==> src/rtl/uart_frame_pkg.sv <==
// rtl/uart_frame_pkg.sv - shared state encoding and error codes for the UART frame decoder
package uart_frame_pkg;

    typedef enum logic [1:0] {
        ST_HUNT    = 2'd0,
        ST_LEN     = 2'd1,
        ST_PAYLOAD = 2'd2,
        ST_CHECK   = 2'd3
    } state_t;

    localparam logic [1:0] ERR_BADLEN   = 2'd0;
    localparam logic [1:0] ERR_CHKSUM   = 2'd1;
    localparam logic [1:0] ERR_OVERFLOW = 2'd2;
    localparam logic [1:0] ERR_TIMEOUT  = 2'd3;

    localparam logic [7:0] SYNC_BYTE_DEFAULT = 8'hAA;

endpackage

==> src/rtl/uart_frame_decoder_if.sv <==
// rtl/uart_frame_decoder_if.sv - payload output stream of the frame decoder
interface uart_frame_decoder_if;
    logic [7:0] m_data;
    logic       m_last;
    logic       m_valid;
    logic       m_ready;

    modport master (output m_data, output m_last, output m_valid, input  m_ready);
    modport slave  (input  m_data, input  m_last, input  m_valid, output m_ready);
endinterface

==> src/rtl/uart_frame_fifo.sv <==
// rtl/uart_frame_fifo.sv - commit/rewind FIFO; readers only see entries up to the commit pointer
module uart_frame_fifo #(
    parameter int Depth = 64
) (
    input  logic                     clk,
    input  logic                     rst_n,
    input  logic                     wr_en,
    input  logic [8:0]               wr_data,
    input  logic                     commit,
    input  logic                     rewind,
    input  logic                     rd_en,
    output logic                     full,
    output logic [8:0]               rd_data,
    output logic [$clog2(Depth):0]   level
);
    localparam int PW = $clog2(Depth) + 1;

    logic [8:0]    r_mem [Depth];
    logic [PW-1:0] r_wr_ptr;
    logic [PW-1:0] r_commit_ptr;
    logic [PW-1:0] r_rd_ptr;
    logic          w_rd_fire;

    // Full is tentative: uncommitted writes count against space
    assign full      = (r_wr_ptr - r_rd_ptr) == PW'(Depth);
    assign level     = r_commit_ptr - r_rd_ptr;
    assign rd_data   = r_mem[r_rd_ptr[PW-2:0]];
    assign w_rd_fire = rd_en && (r_rd_ptr != r_commit_ptr);

    always_ff @(posedge clk) begin
        if (wr_en) begin
            r_mem[r_wr_ptr[PW-2:0]] <= wr_data;
        end
    end

    always_ff @(posedge clk or negedge rst_n) begin
        if (!rst_n) begin
            r_wr_ptr     <= '0;
            r_commit_ptr <= '0;
            r_rd_ptr     <= '0;
        end else begin
            if (rewind) begin
                r_wr_ptr <= r_commit_ptr;
            end else if (wr_en) begin
                r_wr_ptr <= r_wr_ptr + 1'b1;
            end
            if (commit) begin
                r_commit_ptr <= r_wr_ptr;
            end
            if (w_rd_fire) begin
                r_rd_ptr <= r_rd_ptr + 1'b1;
            end
        end
    end

endmodule

==> src/rtl/uart_frame_decoder.sv <==
// rtl/uart_frame_decoder.sv - extracts SYNC/LEN/payload/CHK frames and releases checked payload
module uart_frame_decoder
    import uart_frame_pkg::*;
#(
    parameter int         FifoDepth     = 64,
    parameter int         MaxLen        = 32,
    parameter logic [7:0] SyncByte      = SYNC_BYTE_DEFAULT,
    parameter int         TimeoutCycles = 50000
) (
    input  logic                         clk,
    input  logic                         rst_n,
    input  logic [7:0]                   rx_data,
    input  logic                         rx_data_ready,
    uart_frame_decoder_if.master         m_if,
    output logic                         frame_ok,
    output logic                         frame_err,
    output logic [1:0]                   err_code,
    output logic [$clog2(FifoDepth):0]   fifo_level
);
    localparam int             TW       = $clog2(TimeoutCycles + 1);
    localparam logic [TW-1:0]  TMO_LAST = TW'(TimeoutCycles - 1);
    localparam logic [7:0]     MAX_LEN  = 8'(MaxLen);

    state_t        r_state, w_next_state;
    logic          r_rx_prev;
    logic [7:0]    r_len, r_chk, r_cnt;
    logic [TW-1:0] r_tmo;

    logic          w_accept, w_expire, w_last_byte, w_len_ok, w_full;
    logic          w_wr_en, w_commit, w_rewind, w_load_len, w_ok, w_err;
    logic [1:0]    w_err_code;
    logic [8:0]    w_rd_data;

    assign w_accept    = rx_data_ready && !r_rx_prev;
    // A byte arriving in the expiry cycle cancels the timeout
    assign w_expire    = (r_state != ST_HUNT) && !w_accept && (r_tmo == TMO_LAST);
    assign w_last_byte = (r_cnt == r_len - 8'd1);
    assign w_len_ok    = (rx_data != 8'd0) && (rx_data <= MAX_LEN);

    always_ff @(posedge clk or negedge rst_n) begin
        if (!rst_n) begin
            r_state <= ST_HUNT;
        end else begin
            r_state <= w_next_state;
        end
    end

    always_comb begin
        w_next_state = r_state;
        case (r_state)
            ST_HUNT: begin
                if (w_accept && rx_data == SyncByte) w_next_state = ST_LEN;
            end
            ST_LEN: begin
                if (w_expire)      w_next_state = ST_HUNT;
                else if (w_accept) w_next_state = w_len_ok ? ST_PAYLOAD : ST_HUNT;
            end
            ST_PAYLOAD: begin
                if (w_expire)                     w_next_state = ST_HUNT;
                else if (w_accept && w_full)      w_next_state = ST_HUNT;
                else if (w_accept && w_last_byte) w_next_state = ST_CHECK;
            end
            ST_CHECK: begin
                if (w_expire || w_accept) w_next_state = ST_HUNT;
            end
            default: w_next_state = ST_HUNT;
        endcase
    end

    always_comb begin
        w_wr_en    = 1'b0;
        w_commit   = 1'b0;
        w_rewind   = 1'b0;
        w_load_len = 1'b0;
        w_ok       = 1'b0;
        w_err      = 1'b0;
        w_err_code = ERR_BADLEN;
        if (w_expire) begin
            w_rewind   = 1'b1;
            w_err      = 1'b1;
            w_err_code = ERR_TIMEOUT;
        end else if (w_accept) begin
            case (r_state)
                ST_LEN: begin
                    if (w_len_ok) begin
                        w_load_len = 1'b1;
                    end else begin
                        w_err      = 1'b1;
                        w_err_code = ERR_BADLEN;
                    end
                end
                ST_PAYLOAD: begin
                    if (w_full) begin
                        w_rewind   = 1'b1;
                        w_err      = 1'b1;
                        w_err_code = ERR_OVERFLOW;
                    end else begin
                        w_wr_en = 1'b1;
                    end
                end
                ST_CHECK: begin
                    if (rx_data == r_chk) begin
                        w_commit = 1'b1;
                        w_ok     = 1'b1;
                    end else begin
                        w_rewind   = 1'b1;
                        w_err      = 1'b1;
                        w_err_code = ERR_CHKSUM;
                    end
                end
                default: ;
            endcase
        end
    end

    always_ff @(posedge clk or negedge rst_n) begin
        if (!rst_n) begin
            r_rx_prev <= 1'b0;
            r_len     <= '0;
            r_chk     <= '0;
            r_cnt     <= '0;
            r_tmo     <= '0;
            frame_ok  <= 1'b0;
            frame_err <= 1'b0;
            err_code  <= ERR_BADLEN;
        end else begin
            r_rx_prev <= rx_data_ready;
            if (w_load_len) begin
                r_len <= rx_data;
                r_chk <= rx_data;
                r_cnt <= '0;
            end else if (w_wr_en) begin
                r_chk <= r_chk ^ rx_data;
                r_cnt <= r_cnt + 8'd1;
            end
            if (r_state == ST_HUNT || w_accept || w_expire) begin
                r_tmo <= '0;
            end else begin
                r_tmo <= r_tmo + 1'b1;
            end
            frame_ok  <= w_ok;
            frame_err <= w_err;
            if (w_err) begin
                err_code <= w_err_code;
            end
        end
    end

    uart_frame_fifo #(
        .Depth (FifoDepth)
    ) u_fifo (
        .clk     (clk),
        .rst_n   (rst_n),
        .wr_en   (w_wr_en),
        .wr_data ({w_last_byte, rx_data}),
        .commit  (w_commit),
        .rewind  (w_rewind),
        .rd_en   (m_if.m_ready),
        .full    (w_full),
        .rd_data (w_rd_data),
        .level   (fifo_level)
    );

    assign m_if.m_valid = (fifo_level != '0);
    assign m_if.m_data  = w_rd_data[7:0];
    assign m_if.m_last  = w_rd_data[8];

endmodule

==> src/flat_wrapper.sv <==
// flat-port wrapper written by rule: the top's interface ports become plain ports
module uart_frame_decoder_flat import uart_frame_pkg::*;
#(
    parameter int         FifoDepth     = 64,
    parameter int         MaxLen        = 32,
    parameter logic [7:0] SyncByte      = SYNC_BYTE_DEFAULT,
    parameter int         TimeoutCycles = 50000
)
  (clk, rst_n, rx_data, rx_data_ready, frame_ok, frame_err, err_code, fifo_level, m_if_m_data, m_if_m_last, m_if_m_valid, m_if_m_ready);
  uart_frame_decoder_if m_if_i ();
  input  logic clk;
  input  logic rst_n;
  input  logic [7:0] rx_data;
  input  logic rx_data_ready;
  output logic frame_ok;
  output logic frame_err;
  output logic [1:0] err_code;
  output logic [$clog2(FifoDepth):0] fifo_level;
  output wire logic [$bits(m_if_i.m_data)-1:0] m_if_m_data;
  output wire logic [$bits(m_if_i.m_last)-1:0] m_if_m_last;
  output wire logic [$bits(m_if_i.m_valid)-1:0] m_if_m_valid;
  input wire logic [$bits(m_if_i.m_ready)-1:0] m_if_m_ready;
  assign m_if_m_data = m_if_i.m_data;
  assign m_if_m_last = m_if_i.m_last;
  assign m_if_m_valid = m_if_i.m_valid;
  assign m_if_i.m_ready = m_if_m_ready;
  uart_frame_decoder #(.FifoDepth(FifoDepth), .MaxLen(MaxLen), .SyncByte(SyncByte), .TimeoutCycles(TimeoutCycles)) u_core (.clk(clk), .rst_n(rst_n), .rx_data(rx_data), .rx_data_ready(rx_data_ready), .m_if(m_if_i), .frame_ok(frame_ok), .frame_err(frame_err), .err_code(err_code), .fifo_level(fifo_level));
endmodule
==> config.mk <==
export PLATFORM = sky130hd
export DESIGN_NAME = uart_frame_decoder_flat
export DESIGN_NICKNAME = d
export VERILOG_FILES = /design/src/rtl/uart_frame_pkg.sv /design/src/rtl/uart_frame_decoder_if.sv /design/src/rtl/uart_frame_fifo.sv /design/src/rtl/uart_frame_decoder.sv /design/src/flat_wrapper.sv
export SDC_FILE = /design/constraint.sdc
export NUM_CORES = 1
export LEC_CHECK = 0
export ABC_AREA = 0
export BUFFER_PORTS_ARGS = -buffer_cell sky130_fd_sc_hd__clkbuf_2
export CAP_MARGIN = 5
export CORE_ASPECT_RATIO = 1.2
export CORE_MARGIN = 1
export CORE_UTILIZATION = 45
export CTS_BUF_LIST = sky130_fd_sc_hd__clkbuf_8
export DETAILED_ROUTE_END_ITERATION = 16
export GPL_TIMING_DRIVEN = 0
export PLACE_DENSITY = 0.59
export SYNTH_ARGS = -nofsm -noshare
export SYNTH_HDL_FRONTEND = slang
export SYNTH_SLANG_ARGS = --single-unit
==> constraint.sdc <==
create_clock -name clk -period 12.7 [get_ports clk]
set_input_delay 2.54 -clock clk [delete_from_list [all_inputs] [get_ports clk]]
set_output_delay 2.54 -clock clk [all_outputs]
set_load 0.005 [all_outputs]
==> results.tsv, run 1 <==
metric	value	unit
grtUsageTotal	22.2	%
busiest_layer	met2	
cts_setup_buffers	0	
rows	96	
cp_max_fo	10	
cts_tree	done	
synth_edf_count	576	
grt_max_degree	72	
slew_headroom	19.4	%
yosysWarningCount	0	
ys_seq_area_share	72.1	%
cp_num_buf_inv	5	
ios	33	
cts_max_level	3	
layout-drive-gt1-share	23.6	%
fin_hold_ws	508	ps
initial_core_util	45.8	%
max_stage_delay	550	ps
power	6000	uW
cts_made_buffers	98	
vdd_drop_max	96.2	uV
power_density	204	nW/um^2
core	57500	sq um
fin_worst_skew	38.6	ps
clkSlewWorstSetupHoldPaths	60	ps
outcome	complete, no violations	
postCtsResizedCells	0	
grt_pass1_vias	14500	
syn_area_per_cell	18.7	sq um
final_nets	1580	
route.vias.total	13900	
finalSetupViolCount	0	
syn_area	26300	sq um
fin_crit	6930	ps
synthCells	1407	
critPathTopFamily	buffers and inverters	
hold_buffers	0	
dp_hpwl	41600	um
slew_violations	0	
via_per_inst	5.90	
gr-usage-met2	38.4	%
dp.cells	2182	
routedWlPerCell	27.0	um
utilization	51.1	%
path_cells	buf_2, buf_2, buf_1, inv_1, ha_1, nor2b_1, o21ai_0, a21boi_0, o21ai_0, nor3b_1, o221ai_1, clkbuf_2	
async_flop_share	10.6	%
cts_root_buffer	clkbuf_8	
cts.sinks	644	
ys.flop_type	edfxtp_1	
drt_iter0_markers	1337	
cts.path.max_buffers	3	
grt_use_met3	3.37	%
met1_usage	28.5	%
ys_ff_latch	644	
ant_nets	0	
cp.arrival	4390	ps
timing.final.crit_share	54.5	%
antenna_found_initial	1	
leakage	0.00981	uW
dieWidth	223	um
clk_latency	710	ps
synth.distinct_cells	59	
dr.pass1.iters	5	
rsz0062_at_grt	false	
portBuffers	32	
route.detailed.drc	0	
tightestPinTransition	1200	ps
area.growth.synth_to_final	11.6	%
syn_nets	1437	
hold_viol_final	0	
critical_path_class	flip-flop to primary output	
clock.fmax	144	MHz
overflow	0	
hold_path.class	flip-flop to flip-flop	
crit_required	10160	ps
place.gp.congestion	0.861	
layout.cells.non_filler	2363	
grt_pass1_wl	95500	um
cp-end-kind	primary output	
drt_wl_total	63900	um
tns	0	ps
chipHeight	267	um
floorplan.die_area	59500	sq um
cap_violations	0	
crit_slowest_cell	buf_1	
fillers	4643	
start_kind	flip-flop	
-- cells in the mapped netlist, types with 11 or more instances --
master	number	area, sq um
edfxtp_1	576	17300
nor3_1	12	60.1
nor2_1	101	379
inv_1	27	101
nand3_1	34	170
ha_1	17	213
nand4_1	21	131
o21ai_0	24	120
a22oi_1	14	105
o211ai_1	13	97.6
buf_2	24	120
nor2b_1	20	125
dfrtp_1	68	1700
mux4_2	176	3960
xnor2_1	19	166
clkbuf_1	25	93.8
nor4_1	11	68.8
xor2_1	17	149
nand2_1	73	274
a21oi_1	14	70.1
-- layer usage --
metal  wire length [um]  up-vias
li1                   -     6000
met1              25700     7357
met2              33100      460
met3               3240      113
met4               1820        0
met5                  0        -
-- worst register-to-register path: cells and delay by family (launching register included) --
family | cells | cell delay, ps
and+or+nand+nor | 3 | 2030
buffers and inverters | 5 | 1780
AOI/OAI and AO/OA | 3 | 660
DFF | 1 | 490
adders and majority gates | 1 | 350
-- sequential cells by signal, indices dropped and copies added, names as in the netlist --
name,cells
u_core.r_state,2
u_core.r_chk,8
u_core.err_code,2
u_core.frame_err,1
u_core.frame_ok,1
u_core.r_tmo,16
u_core.u_fifo.r_mem,576
u_core.u_fifo.r_wr_ptr,7
u_core.u_fifo.r_rd_ptr,7
u_core.r_rx_prev,1
u_core.r_cnt,8
u_core.u_fifo.r_commit_ptr,7
u_core.r_len,8
-- cell usage in the layout (no fill, tap or decap), types with 5 or more instances in the layout --
| cell type | Yosys | routed |
|---|---|---|
| buf_2 | 24 | 26 |
| and3_1 | 9 | 9 |
| buf_1 | 6 | 6 |
| mux4_2 | 176 | 176 |
| ha_1 | 17 | 17 |
| clkinv_1 | 2 | 25 |
| nor3b_1 | 5 | 5 |
| nand3_1 | 34 | 34 |
| nor4_1 | 11 | 10 |
| nor2_2 | 8 | 8 |
| dfrtp_1 | 68 | 68 |
| xor2_1 | 17 | 17 |
| a22oi_1 | 14 | 14 |
| or4_1 | 8 | 8 |
| nor3_1 | 12 | 12 |
| and2_1 | 5 | 5 |
| a21oi_1 | 14 | 14 |
| nand2_1 | 73 | 73 |
| nand4_1 | 21 | 21 |
| clkbuf_1 | 25 | 25 |
| nand2b_1 | 5 | 5 |
| o21ai_0 | 24 | 24 |
| edfxtp_1 | 576 | 576 |
| xnor2_1 | 19 | 19 |
| buf_4 | 4 | 10 |
| clkbuf_2 | 1 | 26 |
| o31ai_1 | 6 | 6 |
| clkbuf_8 | 0 | 102 |
| clkbuf_4 | 0 | 5 |
| clkinv_2 | 0 | 8 |
| nor2_1 | 101 | 101 |
| mux2i_1 | 10 | 10 |
| nor2b_1 | 20 | 20 |
| inv_1 | 27 | 62 |
| o211ai_1 | 13 | 13 |
-- stage by stage --
step / area [sq um] / setup WS, ps
after floorplan: 26300 / 7220
after global placement: 27400 / 2540
after detailed placement: 27500 / 6510
after CTS: 29300 / 5720
after global routing: 29400 / 5440
final: 29400 / 5770
-- final timing paths --
path / startpoint / end / slack, ps / cells past startpoint
worst max-delay path: u_core.u_fifo.r_rd_ptr[1] / m_if_m_valid / 5770 / 12
worst min-delay path: u_core.r_len[7] / u_core.r_len[7] / 510 / 1
worst max register to register: u_core.u_fifo.r_rd_ptr[1] / u_core.u_fifo.r_mem[52][4] / 6990 / 12
worst min register to register: u_core.r_len[7] / u_core.r_len[7] / 510 / 1
max in group asynchronous: rst_n / u_core.r_len[4] / 10430 / 2
min in group asynchronous: rst_n / u_core.r_tmo[10] / 1720 / 1
-- layout make-up --
type                    count  area [sq um]  area share, %
clock inverters            74           394           1.34
repair buffers             43           325           1.11
diodes                      2          5.00         0.0170
multi-input cells         673          6960           23.7
well taps                 735           920           3.13
plain buffers              61           283          0.962
clock buffers             102          1400           4.78
inverters                  29           109          0.370
flip-flops and latches    644         19000           64.6
-- logic make-up after synthesis --
| kind of cell | Yosys count | share of synthesized area [%] |
|---|---|---|
| AOI/OAI and AO/OA | 104 | 2.68 |
| xor gates and xnor gates | 36 | 1.20 |
| DFF | 644 | 72.1 |
| muxes | 190 | 15.6 |
| buffers and inverters | 90 | 1.49 |
| adders and majority gates | 18 | 0.883 |
| and+or+nand+nor | 325 | 6.05 |
-- where the power goes --
part / internal, uW / switching, uW
clock: 806 / 804
combinational: 817 / 1090
sequential: 2410 / 66.9
total: 4030 / 1960
Note: power is estimated with default switching activity, not from simulation.
==> run 2: changes to the inputs <==
--- a/config.mk
+++ b/config.mk
@@ -5,7 +5,7 @@
 export SDC_FILE = /design/constraint.sdc
 export NUM_CORES = 1
 export LEC_CHECK = 0
-export ABC_AREA = 0
+export ABC_AREA = 1
 export BUFFER_PORTS_ARGS = -buffer_cell sky130_fd_sc_hd__clkbuf_2
 export CAP_MARGIN = 5
 export CORE_ASPECT_RATIO = 1.2
@@ -14,7 +14,7 @@
 export CTS_BUF_LIST = sky130_fd_sc_hd__clkbuf_8
 export DETAILED_ROUTE_END_ITERATION = 16
 export GPL_TIMING_DRIVEN = 0
-export PLACE_DENSITY = 0.59
+export PLACE_DENSITY = 0.61
 export SYNTH_ARGS = -nofsm -noshare
 export SYNTH_HDL_FRONTEND = slang
 export SYNTH_SLANG_ARGS = --single-unit
==> constraint.sdc (replaced) <==
create_clock -name clk -period 5.8 [get_ports clk]
set_input_delay 1.16 -clock clk [delete_from_list [all_inputs] [get_ports clk]]
set_output_delay 1.16 -clock clk [all_outputs]
set_load 0.005 [all_outputs]
==> run 2 against run 1 <==
Against the previous run: clock-buffer cell count is 4 higher; via count increased by 41%; synthesized cell count increased by 62%; critical path type is now flip-flop to flip-flop; critical endpoint is now u_core.u_fifo.r_mem[8][1]; highest routed layer unchanged.
==> results.tsv, run 2 <==
metric	value	unit
dr.pass1.iters	6	
cts_max_level	3	
synth_edf_count	576	
crit_required	6120	ps
cp-end-kind	flip-flop	
via_per_inst	5.97	
tns	0	ps
routedWlPerCell	26.3	um
final_common_cell	edfxtp_1	
cap_violations	0	
cts.sinks	644	
syn_nets	2311	
synth_top_area_share	63.8	%
clock.fmax	192	MHz
syn_area	27100	sq um
final_nets	2458	
cts_setup_buffers	0	
area.growth.synth_to_final	11.7	%
drt_iter0_markers	2366	
ys_top_cells_by_count	576 x edfxtp_1, 449 x nor2_1, 295 x o21ai_0	
leakage	0.0106	uW
clk_latency	750	ps
power	14400	uW
ys_ff_latch	644	
rrSetupSlack	600	ps
postCtsResizedCells	0	
route.vias.total	19700	
dieWidth	226	um
fin_crit	5200	ps
fillers	5284	
hold_path.class	primary input to async pin	
timing.final.crit_share	89.6	%
outcome	complete, no violations	
fin_worst_skew	56.1	ps
synth.most_common_cell	edfxtp_1	
fin_area	30300	sq um
portBuffers	32	
floorplan.die_area	61200	sq um
dpl_cell_area	28500	sq um
ys.flop_type	edfxtp_1	
largest_reg_flops	576	
yosysWarningCount	0	
synth.distinct_cells	49	
drt_wl_total	86800	um
hold_buffers	0	
layout-drive-gt1-share	11.0	%
grt_pass1_wl	125000	um
cts_tree	done	
ant_nets	0	
cp.arrival	5520	ps
fin_hold_ws	292	ps
route.detailed.drc	0	
chipHeight	271	um
power_density	476	nW/um^2
antenna_found_initial	2	
rsz0062_at_grt	false	
initial_core_util	45.5	%
async_flop_share	10.6	%
overflow	0	
start_kind	flip-flop	
place.gp.congestion	0.908	
synth-xor-area-share	1.03	%
cp_max_fo	11	
syn_area_per_cell	11.9	sq um
core	59600	sq um
dp_hpwl	56400	um
grtUsageTotal	28.4	%
yosys.area_share.simple	13.4	%
hold_viol_final	0	
grt_pass1_vias	18800	
synthCells	2281	
vdd_drop_max	254	uV
synth_compound_area_share	10.8	%
tightestPinTransition	1390	ps
clkSlewWorstSetupHoldPaths	70	ps
yosys.area.top_type	edfxtp_1	
slew_headroom	7.05	%
cts.path.max_buffers	3	
grt_max_degree	70	
yosys-top-cells-area	edfxtp_1 64%, dfrtp_1 6.3%, nor2_1 6.2%	
rows	98	
finalSetupViolCount	0	
yosys.area_share.adder	0.859	%
ys_seq_area_share	70.1	%
synthMuxAreaShare	0	%
critical_path_class	flip-flop to flip-flop	
cts_made_buffers	100	
cts_root_buffer	clkbuf_8	
synth_top_family_by_area	simple AND/OR/NAND/NOR gates	
ios	33	
final_cell_mix	576 x edfxtp_1, 449 x nor2_1, 295 x o21ai_0	
slew_violations	0	
[run 2: changes by cell type in the layout (fill, tap and decap cells not counted), sizes merged, moves of 44 or more]
cell / previous run / this run
nand2: 73 / 221
o21ai: 28 / 324
nor2: 109 / 455
buf: 48 / 92
o22ai: 0 / 77
o211ai: 13 / 61
nand3: 34 / 102
mux4: 176 / 0
inv: 67 / 129
[run 2: final timing paths]
kind                                           startpoint                         to  cells after the start
worst max-delay path            u_core.u_fifo.r_rd_ptr[2]  u_core.u_fifo.r_mem[8][1]                     15
worst min-delay path                                rst_n            u_core.r_cnt[2]                      1
worst max register to register  u_core.u_fifo.r_rd_ptr[2]  u_core.u_fifo.r_mem[8][1]                     15
worst min register to register            u_core.r_tmo[0]            u_core.r_tmo[0]                      1
max in group asynchronous                           rst_n  u_core.u_fifo.r_rd_ptr[1]                      2
min in group clk                          u_core.r_tmo[0]            u_core.r_tmo[0]                      1
[run 2: per-layer routing]
metal | global-route usage [%] | share of wire (%) | up-vias
met5 | 0 | 0 | -
met1 | 37.0 | 38 | 9791
met3 | 4.58 | 9.0 | 244
li1 | - | - | 8544
met2 | 45.3 | 47 | 1126
met4 | 16.2 | 5.5 | 0
[run 2: report_power, final]
part / internal, uW / leakage (uW) / total [uW] / switching, uW
logic: 1520 / 0.00340 / 5590 / 4070
registers: 5190 / 0.00613 / 5320 / 127
clock network: 1720 / 0.00106 / 3500 / 1770
total: 8440 / 0.0106 / 14400 / 5970
[run 2: layout make-up]
type                       instances  area, sq um  area share (%)
multi-input combinational       1421         7110            23.5
sequential                       644        19000            62.8
clock buffer                     106         1460            4.82
inverter                          88          333            1.10
antenna                            1         2.50         0.00827
tap                              800         1000            3.31
buffer                           128          692            2.29
clock inverter                    70          322            1.06
timing repair buffer              45          363            1.20
[run 2: through the flow]
step,utilization [%],cells,setup WS [ps]
2_1_floorplan,-,2281,2590
3_3_place_gp,47.4,3113,630
3_5_place_dp,47.8,3124,915
4_1_cts,50.7,3300,770
5_1_grt,50.8,3303,506
6_report,50.8,3303,604
[run 2: cells by family after synthesis]
family	after synthesis
buffers and inverters	216
xor gates and xnor gates	32
and+or+nand+nor	858
adders and majority gates	18
AOI/OAI and AO/OA	513
DFF	644
[run 2: critical path, stage by stage, from the launching register on]
cell and delay (ps):
dfrtp_1 360, buf_2 220, inv_1 300, clkbuf_1 870, ha_1 420, nand2_1 80, nor2_1 40, nand2_1 70
nand3_1 70, nand2_1 60, nand2_1 110, nand2_1 140, nand2_4 130, inv_4 140, nand3_1 520, nor2_1 1190
==> run 3: changes to the inputs <==
--- a/config.mk
+++ b/config.mk
@@ -10,11 +10,11 @@
 export CAP_MARGIN = 5
 export CORE_ASPECT_RATIO = 1.2
 export CORE_MARGIN = 1
-export CORE_UTILIZATION = 45
+export CORE_UTILIZATION = 59
 export CTS_BUF_LIST = sky130_fd_sc_hd__clkbuf_8
 export DETAILED_ROUTE_END_ITERATION = 16
 export GPL_TIMING_DRIVEN = 0
-export PLACE_DENSITY = 0.61
+export PLACE_DENSITY = 0.77
 export SYNTH_ARGS = -nofsm -noshare
 export SYNTH_HDL_FRONTEND = slang
 export SYNTH_SLANG_ARGS = --single-unit
==> constraint.sdc (replaced) <==
create_clock -name clk -period 5.8 [get_ports clk]
set_input_delay 1.16 -clock clk [delete_from_list [all_inputs] [get_ports clk]]
set_output_delay 1.16 -clock clk [all_outputs]
set_load 0.1 [all_outputs]
==> run 3 against run 2 <==
Against the previous run: combinational power grew 16%; register-to-register slack gained 170 ps; largest power group unchanged; core utilization grew 16 points.
==> results.tsv, run 3 (synthesized netlist as in run 2, its figures left out) <==
metric	value	unit
outcome	complete, no violations	
final_common_cell	edfxtp_1	
routedWlPerCell	26.6	um
power_density	508	nW/um^2
rsz0062_at_grt	false	
largest_reg_flops	576	
drt_wl_total	82700	um
drt_iter0_markers	2921	
fin_worst_skew	29.4	ps
leakage	0.0106	uW
fin_crit	5420	ps
slew_headroom	8.71	%
cap_violations	0	
dp_hpwl	53900	um
worst_slack	384	ps
hold_viol_final	0	
tns	0	ps
via_per_inst	6.47	
start_kind	flip-flop	
place.gp.congestion	0.981	
dp_slack	1000	ps
clock.fmax	185	MHz
cts_max_level	3	
rows	85	
postCtsResizedCells	0	
initial_core_util	60.1	%
cp_max_fo	10	
vdd_drop_max	717	uV
tightestPinTransition	1360	ps
cts.sinks	644	
diodes	0	
grt_max_degree	69	
route.vias.total	20100	
finalSetupViolCount	0	
hold_buffers	0	
clk_latency	720	ps
grtUsageTotal	35.9	%
overflow	0	
ant_nets	0	
cp.arrival	4260	ps
antenna_found_initial	0	
area.growth.synth_to_final	10.8	%
final_nets	2454	
crit_slowest_cell	clkbuf_1	
hold_path.class	primary input to async pin	
portBuffers	32	
cts_tree	done	
floorplan.die_area	46800	sq um
cp-end-kind	primary output	
dr.pass1.iters	8	
route.detailed.drc	0	
grt_pass1_wl	119000	um
max_stage_delay	640	ps
cts_root_buffer	clkbuf_8	
layout-drive-gt1-share	11.1	%
chipHeight	237	um
cts_made_buffers	94	
cts.path.max_buffers	3	
clkSlewWorstSetupHoldPaths	70	ps
final_cell_mix	576 x edfxtp_1, 449 x nor2_1, 295 x o21ai_0	
crit_required	4640	ps
critical_path_class	flip-flop to primary output	
cts_setup_buffers	0	
timing.final.crit_share	93.4	%
ios	33	
core	45100	sq um
slew_violations	0	
dieWidth	198	um
path_cells	buf_4, buf_4, clkbuf_1, o21ai_0, o211ai_1, nand3_1, nand4_1, nand3_1, nand2_1, clkbuf_2	
grt_pass1_vias	19100	
==> run 3: changes by cell type in the layout (fill, tap and decap cells not counted), sizes merged <==
cell	previous run	this run
buf	92	95
bufinv	1	2
clkbuf	187	179
clkinvlp	4	2
clkinv	24	43
inv	129	119
diode	1	0
==> run 3: worst max-delay path: cells and delay by family, from the launching register on <==
family                 cells  cell delay, ps
buffers and inverters      4            1560
AND/OR/NAND/NOR            4             950
AO/OA/AOI/OAI              2             520
flip-flops                 1             490
==> run 3: area by class of cell <==
| class | instances | area (sq um) |
|---|---|---|
| inverter | 88 | 333 |
| timing repair buffer | 47 | 392 |
| buffer | 128 | 692 |
| tap | 609 | 762 |
| sequential | 644 | 19000 |
| clock buffer | 99 | 1360 |
| fill | 3324 | 15100 |
| multi-input combinational | 1421 | 7100 |
| clock inverter | 78 | 397 |
==> run 3: final timing paths <==
check                                               start                    endpoint  slack, ps  depth (start not counted)
worst max register to register  u_core.u_fifo.r_rd_ptr[2]  u_core.u_fifo.r_mem[45][0]        770                         15
worst min register to register            u_core.r_tmo[0]             u_core.r_tmo[0]        480                          1
min in group clk                          u_core.r_tmo[0]             u_core.r_tmo[0]        480                          1
worst min-delay path                                rst_n             u_core.r_cnt[4]        410                          1
max in group asynchronous                           rst_n   u_core.u_fifo.r_wr_ptr[6]       4810                          2
worst max-delay path            u_core.u_fifo.r_rd_ptr[1]              m_if_m_data[0]        380                         10
==> run 3: through the flow <==
| step | hold WS (ps) | utilization (%) | area, sq um | total power [uW] | instances |
|---|---|---|---|---|---|
| after floorplan | 433 | - | 27100 | 9390 | 2281 |
| after global placement | 453 | 62.1 | 28000 | 11500 | 2922 |
| after detailed placement | 465 | 62.6 | 28200 | 11600 | 2935 |
| after CTS | 395 | 66.5 | 30000 | 15000 | 3112 |
| after global routing | 415 | 66.6 | 30000 | 15700 | 3114 |
| final | 409 | 66.6 | 30000 | 15300 | 3114 |
==> run 3: power breakdown <==
group | internal [uW] | switching (uW)
combinational | 1530 | 4950
sequential | 5190 | 123
clock | 1680 | 1780
total | 8400 | 6850
==> run 3: per-layer routing <==
layer  GRT usage [%]  vias up  wire, um
met1            45.1     9635     28000
met5               0        -         0
met4            23.0        0      5610
li1                -     8557         -
met3            9.91      327     11000
met2            54.9     1623     38100
